### config.mk
export PLATFORM = sky130hd
export DESIGN_NAME = multi_task_ctrl_fsm
export DESIGN_NICKNAME = d
export VERILOG_FILES = /design/src/rtl/multi_task_ctrl_fsm.sv
export SDC_FILE = /design/constraint.sdc
export NUM_CORES = 1
export LEC_CHECK = 0
export CORE_UTILIZATION = 25
export DETAILED_ROUTE_END_ITERATION = 8
export GPL_ROUTABILITY_DRIVEN = 0
export HOLD_SLACK_MARGIN = 0.08
export PLACE_DENSITY = 0.55
export SLEW_MARGIN = 20
export SYNTH_ARGS = -nofsm -noshare
export SYNTH_HDL_FRONTEND = slang
export SYNTH_SLANG_ARGS = --single-unit
### constraint.sdc
create_clock -name ap_clk -period 2.2 [get_ports ap_clk]
set_input_delay 0.44 -clock ap_clk [delete_from_list [all_inputs] [get_ports ap_clk]]
set_output_delay 0.44 -clock ap_clk [all_outputs]
set_load 0.1 [all_outputs]
### src/rtl/multi_task_ctrl_fsm.sv
// Top-level ap_ctrl sequencer: accepts a global start, fans it out to NUM_TASKS child
// tasks, waits for every non-detached task to finish, then emits a one-cycle done/ready.
module multi_task_ctrl_fsm #(
    parameter int unsigned           NUM_TASKS    = 2,
    parameter int unsigned           NUM_SCALARS  = 2,
    parameter int unsigned           SCALAR_WIDTH = 64,
    parameter logic [NUM_TASKS-1:0]  DETACH_MASK  = '0,
    parameter int unsigned           CNT_WIDTH    = 32
) (
    input  logic                                ap_clk,
    input  logic                                ap_rst_n,
    input  logic                                ap_start,
    output logic                                ap_ready,
    output logic                                ap_done,
    output logic                                ap_idle,
    input  logic [NUM_SCALARS*SCALAR_WIDTH-1:0] scalar_in,
    output logic [NUM_SCALARS*SCALAR_WIDTH-1:0] task_scalar,
    output logic [NUM_TASKS-1:0]                task_ap_start,
    input  logic [NUM_TASKS-1:0]                task_ap_ready,
    input  logic [NUM_TASKS-1:0]                task_ap_done,
    input  logic [NUM_TASKS-1:0]                task_ap_idle,
    output logic [CNT_WIDTH-1:0]                run_cycles
);

    typedef enum logic [1:0] {
        TOP_IDLE   = 2'b00,
        TOP_BUSY   = 2'b01,
        TOP_FINISH = 2'b10
    } top_state_e;

    typedef enum logic [1:0] {
        T_IDLE  = 2'b00,
        T_START = 2'b01,
        T_WAIT  = 2'b11,
        T_DONE  = 2'b10
    } task_state_e;

    top_state_e                          top_q, top_d;
    logic [NUM_SCALARS*SCALAR_WIDTH-1:0] scalar_q, scalar_d;
    logic [CNT_WIDTH-1:0]                run_q, run_d;
    logic [NUM_TASKS-1:0]                task_done_vec;
    logic                                accept;
    logic                                all_done;
    logic                                unused_task_idle;

    // Child idle flags carry no information the per-task FSMs do not already track.
    assign unused_task_idle = ^task_ap_idle;

    assign accept   = ap_start && (top_q == TOP_IDLE);
    assign all_done = &task_done_vec;

    // ------------------------------------------------------------------
    // Top-level controller
    // ------------------------------------------------------------------
    always_ff @(posedge ap_clk or negedge ap_rst_n) begin
        if (!ap_rst_n) begin
            top_q <= TOP_IDLE;
        end else begin
            top_q <= top_d;
        end
    end

    always_comb begin
        top_d = top_q;
        case (top_q)
            TOP_IDLE:   if (ap_start) top_d = TOP_BUSY;
            TOP_BUSY:   if (all_done) top_d = TOP_FINISH;
            TOP_FINISH: top_d = TOP_IDLE;
            default:    top_d = TOP_IDLE;
        endcase
    end

    assign ap_idle  = (top_q == TOP_IDLE);
    assign ap_done  = (top_q == TOP_FINISH);
    assign ap_ready = (top_q == TOP_FINISH);

    // ------------------------------------------------------------------
    // Scalar argument latch and run-cycle counter
    // ------------------------------------------------------------------
    always_comb begin
        scalar_d = scalar_q;
        if (accept) begin
            scalar_d = scalar_in;
        end
    end

    always_comb begin
        run_d = run_q;
        if (accept) begin
            run_d = '0;
        end else if ((top_q == TOP_BUSY) && (run_q != {CNT_WIDTH{1'b1}})) begin
            run_d = run_q + CNT_WIDTH'(1);
        end
    end

    always_ff @(posedge ap_clk or negedge ap_rst_n) begin
        if (!ap_rst_n) begin
            scalar_q <= '0;
            run_q    <= '0;
        end else begin
            scalar_q <= scalar_d;
            run_q    <= run_d;
        end
    end

    assign task_scalar = scalar_q;
    assign run_cycles  = run_q;

    // ------------------------------------------------------------------
    // Per-task handshake FSMs; each task evolves independently of the others.
    // ------------------------------------------------------------------
    for (genvar gi = 0; gi < NUM_TASKS; gi++) begin : g_task
        task_state_e st_q, st_d;

        always_ff @(posedge ap_clk or negedge ap_rst_n) begin
            if (!ap_rst_n) begin
                st_q <= T_IDLE;
            end else begin
                st_q <= st_d;
            end
        end

        // A detached task counts as finished as soon as its start is taken.
        always_comb begin
            st_d = st_q;
            case (st_q)
                T_IDLE: begin
                    if (accept) st_d = T_START;
                end
                T_START: begin
                    if (task_ap_ready[gi]) begin
                        if (task_ap_done[gi] || DETACH_MASK[gi]) begin
                            st_d = T_DONE;
                        end else begin
                            st_d = T_WAIT;
                        end
                    end
                end
                T_WAIT: begin
                    if (task_ap_done[gi]) st_d = T_DONE;
                end
                T_DONE: begin
                    if (top_q == TOP_FINISH) st_d = T_IDLE;
                end
                default: st_d = T_IDLE;
            endcase
        end

        assign task_ap_start[gi] = (st_q == T_START);
        assign task_done_vec[gi] = (st_q == T_DONE);
    end

endmodule

==> results.txt, run 1 <==
- H-Tree Level Count: 4
* Largest fanout on the critical path: 15
* Register clock-pin slew on the reported worst setup and hold paths: 0.08 ns
- After synthesis, the share of flip-flops with an asynchronous set or reset is 1.000.
- Cell count after synthesis: 788
- Grt total ovfl: 0
* Leading cell types by count after synthesis: 408 x sky130_fd_sc_hd__nand2_1, 166 x sky130_fd_sc_hd__dfrtp_1, 36 x sky130_fd_sc_hd__clkbuf_1
- The worst register-to-register path begins at run_cycles[4].
- Of the cells placed in the final design, the portion with a size suffix greater than 1 is 0.2462.
- TritonCTS built the clock tree.
- Dividing the detail-routed via count by the number of cells gives 4.367.
* Unique cell type count in the Yosys netlist: 46
- Category of the critical setup timing path: reg2reg
- Total count of hold-check failures in the final report: 0
- For the final database, setup skew stands at 0.009891 ns.
- In this run the mean area of a mapped cell was 8.897 um2.
- At the worst endpoint, the arrival time is 2.43 ns.
- Effective utilization at floorplan: 0.2573
- 0 antenna diodes ended up in the layout.
- Worst-path cell chain: nand4_2 -> or2_1 -> nor3_4 -> buf_4 -> nor4_1 -> mux2i_1
* Run status: complete, no violations
* Slew at the pin with the worst max-slew slack: 0.6899 ns
- The first global-routing pass estimated 35430 um of wire.
- The worst pin sits at a relative slew slack of 0.5336.
- Total wirelength of the detailed-routed design: 22490 um
* Input/output buffers: 299
* Source of the worst hold timing path: task_scalar[71]
* Combined global-route utilization of all metal layers: 0.1578
- Top flip-flop cell by instance count after synthesis: sky130_fd_sc_hd__dfrtp_1
- In this run, synthesis inferred 0 flip-flops with an integrated enable.
- The number of global-route vias before repair came to 6268.
- The biggest area contributor in the post-synthesis netlist is sky130_fd_sc_hd__dfrtp_1.
* Final Net Count: 1230
- Yosys printed 0 warnings.
* Unrepaired setup endpoints after global routing: no
- The worst path in the final design needs a cycle of 2.083 ns, including I/O delays and setup.
* Maximum number of pins on one net before global-route repair: 72
* Count of routing violations after the opening detailed-route iteration: 300
- Largest stage delay, worst path: 0.52 ns
- The floorplan step set the die width to 169.5 um.
- The final count of pins violating max slew was 0.
- Max-cap violations in this run came to 0.
* Clock latency on the worst-skew pair: 0.42 ns
- Relative to the synthesized area, the layout overhead comes to 56.86%.
- Area enclosed by the die boundary: 28720 um2
* Final cycle utilization of the critical path: 0.9470
- Proportion of netlist area held by the largest area contributor: 0.5925
- The pre-antenna-repair detailed-routing pass consisted of 5 iterations.
- The number of antenna violations at the first check in global routing was 0.
- The slowest stage of the critical path belongs to the cell sky130_fd_sc_hd__dfrtp_4.
- DP HPWL: 15890 um
* Core area: 27250 um2
- CTS Root Cell: sky130_fd_sc_hd__clkbuf_16
- Final Core Density: 0.4035
- Via count: 6450
- The clock passes through at most 2 buffers.
* Fmax: 480.0 MHz
- The floorplan step set the die height to 169.5 um.
- Critical Path Sink Type: flip-flop
- In the final routed layout, each cell accounts on average for 15.22 um.
- The tree built by TritonCTS fans out to 166 sinks.
- In this run the cell area of the synthesized design comes to 7010 um2.
- The path class of the tightest hold or removal check is reg2reg.
- STA classifies the critical path startpoint as a flip-flop.
- Count of antenna-violating nets left after detailed routing: 0
- The synthesized design contains 166 register bits.
- By instance count, the leading cell after synthesis is sky130_fd_sc_hd__nand2_1.
- Launching element of the worst setup path: run_cycles[4]
* Setup violation total in the final timing report: 0
* DRC viols: 0
- The floorplan has 60 rows.
- Setup Buffers After CTS: 0
* Nets in the synthesized netlist: 926
- Endpoint required time on the critical path: 2.54 ns
- Sorting the synthesized cells by area gives the leading types as sky130_fd_sc_hd__dfrtp_1 59%, sky130_fd_sc_hd__nand2_1 22%, sky130_fd_sc_hd__clkbuf_1 1.9%, sky130_fd_sc_hd__mux2i_1 1.6%, sky130_fd_sc_hd__nand3_1 1.6%.
- For this run, the register share of the synthesized area comes to 0.5925.
- Number of buffers created by CTS: 17
* Number of top-level pins: 302
* Count of filler cells inserted in the layout: 2756
worst max-delay path: cells and delay by family, from the launching register on:
kind	cells	cell delay, ns
multiplexers	1	0.22
AND/OR/NAND/NOR	4	1.03
flip-flops	1	0.52
buffers and inverters	1	0.22
through the flow:
stage / instances / hold WS [ns] / cell area [um2] / setup slack (ns) / TNS (ns)
floorplan: 788 / 0.1444 / 7138 / -0.01072 / -0.02120
global placement: 1444 / 0.3983 / 10410 / 0.05686 / 0
detailed placement: 1444 / 0.4002 / 10410 / 0.03093 / 0
CTS: 1477 / 0.4802 / 10990 / 0.1052 / 0
global route: 1477 / 0.4969 / 11000 / 0.0003668 / 0
finish: 1477 / 0.4726 / 11000 / 0.1165 / 0
final timing paths:
kind	endpoint	slack [ns]	depth (start not counted)
worst min-delay path	task_scalar[71]	0.47	2
worst max register to register	run_cycles[25]	0.12	6
worst min register to register	task_scalar[71]	0.47	2
min in group asynchronous	run_cycles[29]	0.52	2
max in group asynchronous	task_scalar[2]	1.02	3
worst max-delay path	run_cycles[25]	0.12	6
state kept, by name (all words and copies together) (netlist names):
signal / cells
top_q: 2
task_scalar: 128
g_task.st_q: 4
run_cycles: 32
what timing repair did:
action	4_1_cts	5_1_grt
gates cloned	0	0
gates resized for setup	1	2
hold buffers	1	0
setup endpoints to repair	4	4
endpoints found under the hold margin	35	0
logic make-up after synthesis:
family / synth area share
flops: 0.5925
buf+inv: 0.02945
simple gates: 0.3034
compound gates: 0.05711
mux: 0.01571
fa+ha+maj: 0.001784
layout by cell type, fill, tap and decap left out, types with 4 or more instances in the layout:
master	instances
sky130_fd_sc_hd__dfrtp_4	18
sky130_fd_sc_hd__o21ai_0	6
sky130_fd_sc_hd__o311ai_0	4
sky130_fd_sc_hd__o31ai_1	9
sky130_fd_sc_hd__inv_6	5
sky130_fd_sc_hd__nand2_1	406
sky130_fd_sc_hd__nand2b_1	9
sky130_fd_sc_hd__clkbuf_16	17
sky130_fd_sc_hd__or4_1	4
sky130_fd_sc_hd__a31oi_1	8
sky130_fd_sc_hd__nor4_1	10
sky130_fd_sc_hd__mux2i_1	11
sky130_fd_sc_hd__dfrtp_1	134
sky130_fd_sc_hd__buf_4	179
sky130_fd_sc_hd__a21oi_1	6
sky130_fd_sc_hd__inv_1	7
sky130_fd_sc_hd__buf_12	15
sky130_fd_sc_hd__nand3_1	22
sky130_fd_sc_hd__nand4_1	9
sky130_fd_sc_hd__nor2_1	9
sky130_fd_sc_hd__clkdlybuf4s50_1	133
sky130_fd_sc_hd__dfrtp_2	14
sky130_fd_sc_hd__nor3_1	6
sky130_fd_sc_hd__and4_1	5
area by class of cell:
type,instances,area (um2),area share
clock inverters,14,141.4,0.01286
repair buffers,329,2997,0.2725
flip-flops and latches,166,4239,0.3855
clock buffers,18,429.2,0.03903
multi-input cells,571,2699,0.2454
inverters,7,26.28,0.002389
well taps,372,465.4,0.04233
routing by layer:
| metal | GRT usage | vias up | wire, um |
|---|---|---|---|
| met1 | 0.2060 | 3046 | 9905 |
| met5 | 0 | - | 0 |
| li1 | - | 3181 | - |
| met3 | 0.05504 | 7 | 1829 |
| met2 | 0.2521 | 216 | 10620 |
| met4 | 0.03212 | 0 | 131 |
Power of run 1 is left out: the tool's default activity adds up to more than one toggle a clock period on the data nets, which glitch-free logic cannot reach.
==> run 2: changes to the inputs <==
==> constraint.sdc (replaced) <==
create_clock -name ap_clk -period 2.6 [get_ports ap_clk]
set_input_delay 0.52 -clock ap_clk [delete_from_list [all_inputs] [get_ports ap_clk]]
set_output_delay 0.52 -clock ap_clk [all_outputs]
set_load 0.1 [all_outputs]
==> run 2 against run 1 <==
Cell count decreased by 0.61%. Clock skew increased by 0.0071 ns. Register-to-register slack improved by 0.26 ns. Critical path type unchanged. Highest routed layer unchanged.
==> results.txt, run 2 (same netlist as run 1, synthesis figures left out) <==
* Number of gates on the worst path with buffers counted: 6
- The kind of cell with the highest combined delay along the critical path is compound AO/OA/AOI/OAI gates.
* Register clock-pin slew on the reported worst setup and hold paths: 0.07 ns
- Grt total ovfl: 0
- Total count of hold-check failures in the final report: 0
- The worst hold path was traced through 2 stages.
- Flip-flop count of the largest register, all copies and words added: 128
- In this design, the stage delay of the slowest critical-path cell is 0.69 ns.
* CTS tree: yes
- Total Neg Setup Slack: 0 ns
- CTS Root Cell: sky130_fd_sc_hd__clkbuf_16
* Slew at the pin with the worst max-slew slack: 0.8304 ns
- Timing analysis after detailed placement gives a worst setup slack of 0.3334 ns.
- The setup check on the worst reg-to-reg path leaves a slack of 0.38 ns.
- Setup violation total in the final timing report: 0
* Combined global-route utilization of all metal layers: 0.1554
* 1st-pass router iterations: 4
- The first routing iteration left 319 violations.
* DIE WIDTH: 169.5 um
- The initial utilization of the core area, before any placement, comes to 0.2573.
- Gates resized during post-CTS repair numbered 0.
- In this run the tightest slew margin relative to its limit is 0.4464.
* Most common cell after layout, fill and taps aside: sky130_fd_sc_hd__nand2_1
* Die Y: 169.5 um
* Vias per cell: 4.394
- Source of the worst hold timing path: task_scalar[114]
* Count of antenna diodes in the layout: 0
- Hold Crit Endpoint: task_scalar[114]
- The slowest stage of the critical path belongs to the cell sky130_fd_sc_hd__a21oi_1.
- Placed cell areas: 10160 um2
* Maximum number of pins on one net before global-route repair: 62
* Data arrival, critical path: 2.48 ns
- The worst setup path is launched from a flip-flop.
- Total wirelength of the detailed-routed design: 22330 um
* Reg2reg end: run_cycles[11]
- The count of buffers added on input and output ports is 299.
- The first global-routing pass estimated 34800 um of wire.
- Final critical path time including I/O delays and setup: 2.223 ns
- The critical path is of the reg2reg type.
* CTS Sinks: 166
- Fmax: 449.9 MHz
* Via count: 6451
* Kind of path behind the tightest hold check: reg2reg
* Number of top-level pins: 302
- The tightest hold path in the finished design has a slack of 0.4736 ns.
* Reg2reg start: run_cycles[0]
- H-Tree Level Count: 4
- After routing the design area is 10800 um2.
- Of the cells placed in the final design, the portion with a size suffix greater than 1 is 0.2217.
* Number of buffers created by CTS: 17
* Max Cap Violations: 0
- The number of global-route vias before repair is 6209.
* Minimum setup slack in the final design: 0.3772 ns
- Run status: complete, no violations
* DRC viols: 0
- The clock passes through at most 2 buffers.
* Critical Path Sink Type: flip-flop
* Final Net Count: 1221
- Clock latency on the worst-skew pair: 0.42 ns
* Final cycle utilization of the critical path: 0.8549
* Count of antenna-violating nets left after detailed routing: 0
- DP HPWL: 15870 um
- The floorplan step defined a die boundary enclosing 28720 um2.
- Together, buffers and inverters on the worst path number 0.
- Worst r2r path cells: 6
- At the worst endpoint, the required time is 2.86 ns.
* Area growth from synthesis to layout: 54.06%
* Rows: 60
- Largest fanout on the critical path: 8
- Final slew viol count: 0
- Launching element of the worst setup path: run_cycles[0]
* Worst-path cell chain: ha_1 -> and4_1 -> nand4_1 -> nor3_4 -> a21oi_1 -> a31oi_1
- Clock skew after layout: 0.01702 ns
- Dividing the detail-routed wire length by the instance count gives 15.21 um.
* Core area: 27250 um2
- Highest-count cells in the layout ignoring fill and taps: 407 x sky130_fd_sc_hd__nand2_1, 177 x sky130_fd_sc_hd__buf_4, 149 x sky130_fd_sc_hd__dfrtp_1, 133 x sky130_fd_sc_hd__clkdlybuf4s50_1, 22 x sky130_fd_sc_hd__nand3_1
* Initial antenna violation count: 0
- Setup repair after global routing left no endpoint under its margin.
## run 2: changes by cell type in the layout (fill, tap and decap cells not counted), moves of 2 or more
cell	change
sky130_fd_sc_hd__dfrtp_4	-18
sky130_fd_sc_hd__dfrtp_1	+15
sky130_fd_sc_hd__dfrtp_2	+3
sky130_fd_sc_hd__buf_4	-2
sky130_fd_sc_hd__buf_12	-7
sky130_fd_sc_hd__inv_6	-2
sky130_fd_sc_hd__bufinv_16	+2
sky130_fd_sc_hd__clkinvlp_4	-2
## run 2: repair_timing
action | CTS | global route
hold buffers | 1 | 0
hold endpoints to repair | 2 | 0
buffers inserted | 0 | 0
## run 2: layout make-up
cell class              count  area (um2)
multi-input cells         571        2665
fillers                  2722       16450
inverters                   7       26.28
flip-flops and latches    166        4175
clock buffers              19       442.9
clock inverters            13       183.9
repair buffers            320        2841
well taps                 372       465.4
## run 2: worst max-delay path by stage
stage | endpoint | slack [ns]
2_1_floorplan | run_cycles[3] | 0.02
6_report | run_cycles[11] | 0.38
3_3_place_gp | run_cycles[28] | 0.37
5_1_grt | run_cycles[11] | 0.26
3_5_place_dp | run_cycles[11] | 0.33
4_1_cts | run_cycles[11] | 0.37
## run 2: tightest hold or removal path, cell delays in order, from the launching register on
cell                      delay (ns)
sky130_fd_sc_hd__dfrtp_1        0.34
sky130_fd_sc_hd__nand2_1        0.05
sky130_fd_sc_hd__nand2_1        0.05
## run 2: per-layer routing
| metal | wire length [um] | GRT usage |
|---|---|---|
| met1 | 9816 | 0.2037 |
| met2 | 10350 | 0.2430 |
| met3 | 1787 | 0.05247 |
| met4 | 378 | 0.04426 |
| met5 | 0 | 0 |
## run 2: stage by stage
stage | util | std cells
floorplan | - | 788
global placement | 0.3730 | 1435
detailed placement | 0.3730 | 1435
CTS | 0.3963 | 1468
global route | 0.3963 | 1468
finish | 0.3963 | 1468
Power of run 2 is left out for the same reason.
==> run 3: changes to the inputs <==
--- a/config.mk
+++ b/config.mk
@@ -8,8 +8,10 @@
 export CORE_UTILIZATION = 25
 export DETAILED_ROUTE_END_ITERATION = 8
 export GPL_ROUTABILITY_DRIVEN = 0
+export GPL_TIMING_DRIVEN = 0
 export HOLD_SLACK_MARGIN = 0.08
 export PLACE_DENSITY = 0.55
+export RECOVER_POWER = 25
 export SLEW_MARGIN = 20
 export SYNTH_ARGS = -nofsm -noshare
 export SYNTH_HDL_FRONTEND = slang
==> run 3 against run 2 <==
The flow now finishes with violations (max-capacitance violations, max-slew violations). Register-to-register slack worse by 0.17 ns. Via count rose by 1.7%. Utilization increased by 1.2 points. Critical endpoint is now run_cycles[4]. Largest cell class unchanged.
==> results.txt, run 3 (same netlist as run 1, synthesis figures left out) <==
* Input/output buffers: 299
- In the final timing run, aggregate negative setup slack is 0 ns.
- Violations in the final reports: max-capacitance violations, max-slew violations
- Data on the critical path is required at its endpoint by 2.08 ns.
- TritonCTS built the clock tree.
- Setup repair after global routing left no endpoint under its margin.
- Family of cells with the greatest summed delay on the critical path: buffers and inverters
* Combined global-route utilization of all metal layers: 0.1666
- Via count: 6563
- CTS Root Cell: sky130_fd_sc_hd__clkbuf_16
- The worst register-to-register path has a depth of 7.
- CTS Sinks: 166
* Detailed-route wire length per cell: 15.87 um
- In the routed layout, each cell is associated on average with a via count of 4.402.
- Clock latency on the worst-skew pair: 0.43 ns
- Final critical path time including I/O delays and setup: 2.553 ns
* DRC viols: 0
- The worst hold path belongs to the class reg2reg.
- Flip-flop count of the largest register, all copies and words added: 128
* DIE WIDTH: 169.5 um
* Highest-count cells in the layout ignoring fill and taps: 408 x sky130_fd_sc_hd__nand2_1, 278 x sky130_fd_sc_hd__clkdlybuf4s50_1, 149 x sky130_fd_sc_hd__dfrtp_1, 35 x sky130_fd_sc_hd__clkbuf_1, 22 x sky130_fd_sc_hd__nand3_1
* Grt total ovfl: 0
- The initialized floorplan defines 60 standard-cell rows.
- Relative slew slack: -0.4166
- Leaving out fill and tap cells, the most frequent cell in the layout is sky130_fd_sc_hd__nand2_1.
- Final instance count without filler cells: 1491
- H-Tree Level Count: 4
- The clock passes through at most 2 buffers.
- Data arrives at the worst endpoint at 2.03 ns.
* Number of gates on the worst path with buffers counted: 1
* Critical-path cell with the highest stage delay: sky130_fd_sc_hd__clkdlybuf4s50_1
- The worst hold path was traced through 2 stages.
- The initial utilization of the core area, before any placement, comes to 0.2573.
- Category of the critical setup timing path: reg2out
* 1st-pass router iterations: 5
- Largest fanout on the critical path: 7
- Final slew viol count: 79
- Timing analysis after detailed placement gives a worst setup slack of -0.4396 ns.
- Tightest hold margin: 0.4727 ns
* Slew at the pin with the worst max-slew slack: 2.125 ns
- Counting both buffers and inverters, the worst setup path holds a total of 1.
* Setup violation total in the final timing report: 0
- 302 I/O pins were placed.
* Area growth from synthesis to layout: 58.84%
* Count of antenna-violating nets left after detailed routing: 0
* Final Net Count: 1245
- Summed over all layers, the routed wires come to 23660 um.
- Final cycle utilization of the critical path: 0.9818
- Measured along the y axis, the die boundary spans 169.5 um.
- Minimum setup slack in the final design: 0.04733 ns
* Vias in the first global route: 6494
* Setup Buffers After CTS: 0
- Share of post-route cells with drive strength above 1: 0.06077
- In this run, the number of DRC markers left after iteration 0 of detailed routing was 383.
- Entering global routing, the biggest net connects 89 pins.
- In this design, the stage delay of the slowest critical-path cell is 1.17 ns.
- The critical path goes through clkdlybuf4s50_1.
- Critical Path Sink Type: primary output
- Clock skew after layout: 0.01528 ns
- The die covers 28720 um2.
* Total count of hold-check failures in the final report: 0
- Number of buffers created by CTS: 17
- The HPWL after detailed placement is 16950 um.
- Register clock-pin slew on the reported worst setup and hold paths: 0.07 ns
- Max Cap Violations: 1
- For this run, the top clock speed supported by timing is 391.7 MHz.
* Initial antenna violation count: 0
- Wire length of the first global-routing pass: 36890 um
* Kind of start point of the critical path: flip-flop
* Count of antenna diodes in the layout: 0
* Number of instances in the placed design: 1460
- The floorplan step defined a core boundary enclosing 27250 um2.
- The run finished, with violations left.
-- run 3: cell types whose count changed in the layout (fill, tap and decap cells not counted), moves of 2 or more --
| cell | previous run | this run |
|---|---|---|
| sky130_fd_sc_hd__buf_4 | 177 | 2 |
| sky130_fd_sc_hd__clkdlybuf4s50_1 | 133 | 278 |
| sky130_fd_sc_hd__clkbuf_1 | 1 | 35 |
| sky130_fd_sc_hd__dlymetal6s2s_1 | 0 | 12 |
| sky130_fd_sc_hd__buf_12 | 8 | 0 |
| sky130_fd_sc_hd__buf_2 | 0 | 6 |
| sky130_fd_sc_hd__dlygate4sd2_1 | 0 | 6 |
| sky130_fd_sc_hd__clkbuf_2 | 0 | 2 |
| sky130_fd_sc_hd__clkdlybuf4s15_2 | 0 | 2 |
| sky130_fd_sc_hd__inv_6 | 3 | 5 |
-- run 3: worst paths after layout --
path / start / endpoint / slack (ns)
worst max-delay path: run_cycles[4] / run_cycles[4] / 0.05
worst min-delay path: task_scalar[81] / task_scalar[81] / 0.47
worst max register to register: run_cycles[0] / run_cycles[30] / 0.21
worst min register to register: task_scalar[81] / task_scalar[81] / 0.47
max in group asynchronous: ap_rst_n / run_cycles[3] / 0.51
min in group asynchronous: ap_rst_n / run_cycles[27] / 0.68
-- run 3: metrics by stage --
stage / instance area (um2) / util
finish: 11140 / 0.4086
detailed placement: 10530 / 0.3863
global route: 11140 / 0.4086
CTS: 11120 / 0.4079
global placement: 10500 / 0.3851
floorplan: 7037 / -
-- run 3: worst min-delay path, delay by kind of cell, from the launching register on --
kind	cells	cell delay (ns)
DFF	1	0.34
and+or+nand+nor	2	0.11
-- run 3: routing by layer --
metal / global-route usage / vias up / part of all wire
li1: - / 3215 / -
met1: 0.2112 / 3106 / 0.44
met2: 0.2687 / 233 / 0.47
met3: 0.06483 / 9 / 0.086
met4: 0.03369 / 0 / 0.0063
met5: 0 / - / 0
-- run 3: area by class of cell --
class                           instances  area (um2)
Tap cell                              372       465.4
Fill cell                            2731       16120
Clock inverter                         14       166.4
Clock buffer                           17       425.4
Sequential cell                       166        4175
Buffer                                 44       181.4
Timing Repair Buffer                  300        3040
Inverter                                7       26.28
Multi-Input combinational cell        571        2655
-- run 3: repair_timing --
action,CTS,global route
setup endpoints to repair,16,12
pin swaps,0,0
hold buffers,0,0
resized for setup,13,12
Power of run 3 is left out for the same reason.
==> patch 1 (flow settings as in run 1) <==
Re-encode `top_state_e` (3 states) as one-hot, 3 bits wide.
--- a/src/rtl/multi_task_ctrl_fsm.sv
+++ b/src/rtl/multi_task_ctrl_fsm.sv
@@ -23,8 +23,8 @@
 );
 
-    typedef enum logic [1:0] {
-        TOP_IDLE   = 2'b00,
-        TOP_BUSY   = 2'b01,
-        TOP_FINISH = 2'b10
+    typedef enum logic [2:0] {
+        TOP_IDLE   = 3'b001,
+        TOP_BUSY   = 3'b010,
+        TOP_FINISH = 3'b100
     } top_state_e;
 
Function: same outputs for any inputs over 10 cycles, from zero or initial values and one cycle with ap_rst_n low; not proved beyond that.
==> patch 1 against run 1 <==
- critical path type unchanged
- cell area decreased by 0.73%
- synthesized cell count decreased by 0.38%
- setup slack improved by 0.063 ns
- largest cell class unchanged
- sequential cell count increased by 1
- fmax increased by 3.1%
- synthesized area decreased by 0.30%
- routed wire length decreased by 1.8%
- critical path depth decreased by 2
Power is not shown: default switching activity piles up to over one toggle a cycle in this logic, so the estimate is an artifact.
==> patch 1: results (changes against run 1) <==
initial antenna violation count -> 0 (unchanged)
met2 routed WL -> 10100 um (was 10600 um)
worst-path fanout max -> 24 (was 15)
Worst-path clk slew -> 0.08 ns (about the same)
wire length on met1 -> 10000 um (was 9910 um)
htree depth -> 4 (unchanged)
# diodes -> 0 (unchanged)
main flop type after synthesis -> dfrtp_1 (unchanged)
CTS Sinks -> 167 (was 166)
fillers -> 2780 (was 2756)
Crit path largest cell delay -> 0.52 ns (about the same)
Place WS -> 0.124 ns (was 0.0309 ns)
routed wire length -> 22100 um (was 22500 um)
share of post-route cells with drive strength above 1 -> 25.0% (was 24.6%)
first-pass GRT wire length -> 34800 um (was 35400 um)
post-synthesis cell type count -> 48 (was 46)
DR pass1 iterations -> 4 (was 5)
worst skew pair latency -> 0.43 ns
fin cells -> 1476 (was 1477)
Root Driver -> clkbuf_16 (unchanged)
CTS-repair resized insts -> 0 (was 1)
placed cells -> 1444 (unchanged)
GRT Total Usage -> 15.4% (was 15.8%)
quantity of I/O buffers inserted on ports -> 299 (unchanged)
sequential fraction of the synthesis area -> 59.8% (was 59.3%)
number of flip-flops in the largest register -> 128 (unchanged)
vias in the first global route -> 6266 (was 6268)
post-synthesis async set-or-reset flop share -> 100% (unchanged)
status -> complete, no violations (unchanged)
DRT iter0 DRCs -> 343 (was 300)
CP arrival -> 2.36 ns (was 2.43 ns)
largest cells by area after synthesis -> dfrtp_1 (59%), nand2_1 (22%), clkbuf_1 (1.5%) (was dfrtp_1 (59%), nand2_1 (22%), clkbuf_1 (1.9%))
CTS max path bufs -> 2 (unchanged)
Post-Syn Instances -> 785 (was 788)
Hold Crit Class -> in -> async (was reg -> reg)
met3 GRT Util -> 5.06% (was 5.50%)
Clock Skews -> 0.0168 ns (was 0.00989 ns)
M1 GR Usage -> 20.6% (about the same)
Synth warnings -> 0 (unchanged)
largest net degree at the start of global routing -> 52 (was 72)
Cell Area, Placed -> 10300 um2 (was 10400 um2)
top cells by count, synth -> nand2_1 (416), dfrtp_1 (166), clkbuf_1 (28) (was nand2_1 (408), dfrtp_1 (166), clkbuf_1 (36))
met2 usage -> 24.4% (was 25.2%)
top sig layer -> met4 (unchanged)
family with the most delay on the worst path -> simple AND/OR/NAND/NOR gates (unchanged)
DPL Wire Length -> 15300 um (was 15900 um)
slowest cell on the critical path -> or4_1 (was dfrtp_4)
fin nets -> 1230 (unchanged)
max-slew headroom at the worst pin -> 65.0% (was 53.4%)
DR vias/cell -> 4.38 (was 4.37)
metal3 WL -> 1830 um (about the same)
Synth Net Count -> 923 (was 926)
-- patch 1: worst paths after layout --
path	depth (start not counted)	to	from	slack (ns)
setup / recovery	4	run_cycles[11]$_DFFE_PN0P_	top_q[0]$_DFFE_PN1P_	0.18
hold / removal	2	task_scalar[108]$_DFFE_PN0P_	ap_rst_n	0.46
setup reg to reg	4	run_cycles[11]$_DFFE_PN0P_	top_q[0]$_DFFE_PN1P_	0.18
hold reg to reg	2	task_scalar[14]$_DFFE_PN0P_	task_scalar[14]$_DFFE_PN0P_	0.47
max in group asynchronous	3	task_scalar[123]$_DFFE_PN0P_	ap_rst_n	1.10
min in group ap_clk	2	task_scalar[14]$_DFFE_PN0P_	task_scalar[14]$_DFFE_PN0P_	0.47
-- patch 1: logic make-up (layout without fill, tap and decap cells) --
kind of cell / Yosys count / after routing / share of synthesized area, %
mux: 3 / 3 / 0.430
fa+ha+maj: 1 / 1 / 0.179
simple gates: 502 / 502 / 29.9
buf+inv: 44 / 363 / 2.90
compound gates: 67 / 67 / 6.64
flops: 167 / 167 / 59.8
xor+xnor: 1 / 1 / 0.125
-- patch 1: cell type report --
| type | count | area, um2 | share of cell area (%) |
|---|---|---|---|
| Clock buffer | 17 | 425 | 3.90 |
| Clock inverter | 14 | 164 | 1.50 |
| Inverter | 3 | 11.3 | 0.103 |
| Multi-Input combinational cell | 574 | 2670 | 24.5 |
| Sequential cell | 167 | 4260 | 39.0 |
| Tap cell | 372 | 465 | 4.26 |
| Timing Repair Buffer | 329 | 2920 | 26.8 |
-- patch 1: timing repair --
action,in CTS,in global routing
setup endpoints to repair,0,3
hold endpoints to repair,22,0
hold buffers,1,0
buffers inserted,0,0
==> patch 2 (flow settings as in run 1) <==
Made on the original files. The parameter `SCALAR_WIDTH` goes from 64 to 60.
--- a/src/rtl/multi_task_ctrl_fsm.sv
+++ b/src/rtl/multi_task_ctrl_fsm.sv
@@ -4,5 +4,5 @@
     parameter int unsigned           NUM_TASKS    = 2,
     parameter int unsigned           NUM_SCALARS  = 2,
-    parameter int unsigned           SCALAR_WIDTH = 64,
+    parameter int unsigned           SCALAR_WIDTH = 60,
     parameter logic [NUM_TASKS-1:0]  DETACH_MASK  = '0,
     parameter int unsigned           CNT_WIDTH    = 32
Ports: changed (resized scalar_in and task_scalar); port bits go from 302 to 286. The function was not compared with the original's and may differ.
==> patch 2 against run 1 <==
- the run now ends with negative setup slack left
- setup slack lost 0.15 ns
- synthesized area decreased by 6.8%
- sequential cell count is 8 lower
- cell count decreased by 5.8%
- first-iteration DRC count down 25%
- cell area shrank 2.8%
- fmax shrank 6.7%
- hold slack better by 0.0011 ns
- routed wire length decreased by 8.8%
Power is left out: the tool's default activity adds up to more than one toggle a clock period on the data nets, which glitch-free logic cannot reach.
==> patch 2: results (changes against run 1) <==
status -> finished, violations left (was complete, no violations)
failing checks -> negative setup slack
CTS max path bufs -> 2 (unchanged)
max-slew headroom at the worst pin -> 64.0% (was 53.4%)
Sum Neg Setup Slack -> -0.0612 ns (was 0 ns)
largest net degree at the start of global routing -> 68 (was 72)
DR pass1 iterations -> 4 (was 5)
worst-path fanout max -> 8 (was 15)
htree depth -> 4 (unchanged)
first-pass GRT wire length -> 31800 um (was 35400 um)
final worst slack -> -0.0339 ns (was 0.117 ns)
share of post-route cells with drive strength above 1 -> 28.7% (was 24.6%)
DRT iter0 DRCs -> 225 (was 300)
# diodes -> 0 (unchanged)
fin nets -> 1179 (was 1230)
worst skew pair latency -> 0.42 ns (about the same)
number of flip-flops in the largest register -> 120 (was 128)
Final setup violation count -> 2 (was 0)
Worst-path clk slew -> 0.08 ns (about the same)
routed wire length -> 20500 um (was 22500 um)
initial antenna violation count -> 0 (unchanged)
vias in the first global route -> 5950 (was 6268)
DPL Wire Length -> 14400 um (was 15900 um)
Synth warnings -> 0 (unchanged)
sequential fraction of the synthesis area -> 60.5% (was 59.3%)
via count -> 6087 (was 6450)
post-synthesis cell type count -> 40 (was 46)
GRT Total Usage -> 15.2% (was 15.8%)
Synth Net Count -> 858 (was 926)
Root Driver -> clkbuf_16 (unchanged)
largest cells by area after synthesis -> dfrtp_1 (61%), nand2_1 (22%), clkbuf_1 (1.7%) (was dfrtp_1 (59%), nand2_1 (22%), clkbuf_1 (1.9%))
Adder-Cell Fraction of Synth Area -> 0.191% (was 0.178%)
post-synthesis async set-or-reset flop share -> 100% (unchanged)
quantity of I/O buffers inserted on ports -> 283 (was 299)
Clock Skews -> 0.0124 ns (was 0.00989 ns)
CTS Buf Count -> 17 (unchanged)
Synth Area in Compound Gates -> 5.99% (was 5.71%)
Post-Synth XOR/XNOR Area -> 0% (unchanged)
Hold Crit Class -> reg -> reg (unchanged)
multiplexer share of the synthesized area -> 0.613% (was 1.57%)
top cells by count, synth -> nand2_1 (381), dfrtp_1 (158), clkbuf_1 (30) (was nand2_1 (408), dfrtp_1 (166), clkbuf_1 (36))
CP arrival -> 2.59 ns (was 2.43 ns)
[patch 2: cell types whose count changed after synthesis, moves of 6 or more]
cell      delta
nand2_1     -27
a21oi_1      +9
and3_1       +9
nand2b_1     -9
a31oi_1      -8
dfrtp_1      -8
or4_1        +8
mux2i_1      -7
a211o_1      +6
clkbuf_1     -6
or3_1        +6
[patch 2: cells by family (layout without fill, tap and decap cells)]
group                    count (synthesis)  after routing
buffers and inverters                   40            373
AO/OA/AOI/OAI                           57             57
multiplexers                             4              4
AND/OR/NAND/NOR                        468            468
adder cells (fa/ha/maj)                  1              1
flip-flops                             158            158
[patch 2: what timing repair did]
action / 4_1_cts / 5_1_grt
hold buffers: 1 / 0
resized for setup: 0 / 12
cloned: 0 / 3
setup buffers: 0 / 3
endpoints found under the setup margin: 7 / 22
pin swaps: 0 / 2
endpoints found under the hold margin: 46 / 0
[patch 2: final timing paths]
kind / startpoint / endpoint / slack [ns] / depth (start not counted)
worst max-delay path: run_cycles[9]$_DFFE_PN0P_ / run_cycles[30]$_DFFE_PN0P_ / -0.03 / 5
worst min-delay path: task_scalar[98]$_DFFE_PN0P_ / task_scalar[98]$_DFFE_PN0P_ / 0.47 / 2
worst max register to register: run_cycles[9]$_DFFE_PN0P_ / run_cycles[30]$_DFFE_PN0P_ / -0.03 / 5
worst min register to register: task_scalar[98]$_DFFE_PN0P_ / task_scalar[98]$_DFFE_PN0P_ / 0.47 / 2
max in group asynchronous: ap_rst_n / g_task[1].st_q[0]$_DFFE_PN0P_ / 1.00 / 3
min in group asynchronous: ap_rst_n / run_cycles[25]$_DFFE_PN0P_ / 0.55 / 2
[patch 2: cell type report]
type,count,area (um2)
clock inverter,14,173
multi-input combinational,530,2540
sequential,158,4040
tap,330,413
clock buffer,17,425
timing repair buffer,340,3090
inverter,2,7.51
fill,2478,14700
[patch 2: per-layer routing]
layer | part of all wire (%) | GRT usage, %
met1 | 42 | 18.9
met2 | 49 | 24.7
met3 | 7.6 | 5.46
met4 | 1.5 | 4.29
met5 | 0 | 0
[patch 2: critical path, stage by stage (launching register included)]
cell,delay (ns)
dfrtp_4,0.41
nand3_2,0.08
or4_4,0.59
or4_4,0.44
or4_4,0.52
a21oi_2,0.12
[patch 2: through the flow]
step           util, %  cells  setup WS, ns  instance area [um2]  hold WS, ns
3_3_place_gp      39.1   1353       -0.0695                 9920        0.454
5_1_grt           42.1   1391       -0.0903                10700        0.491
4_1_cts           41.5   1385       -0.0611                10500        0.480
6_report          42.1   1391       -0.0339                10700        0.474
3_5_place_dp      39.1   1353       -0.0566                 9920        0.453
2_1_floorplan        -    728        -0.336                 6730        0.144
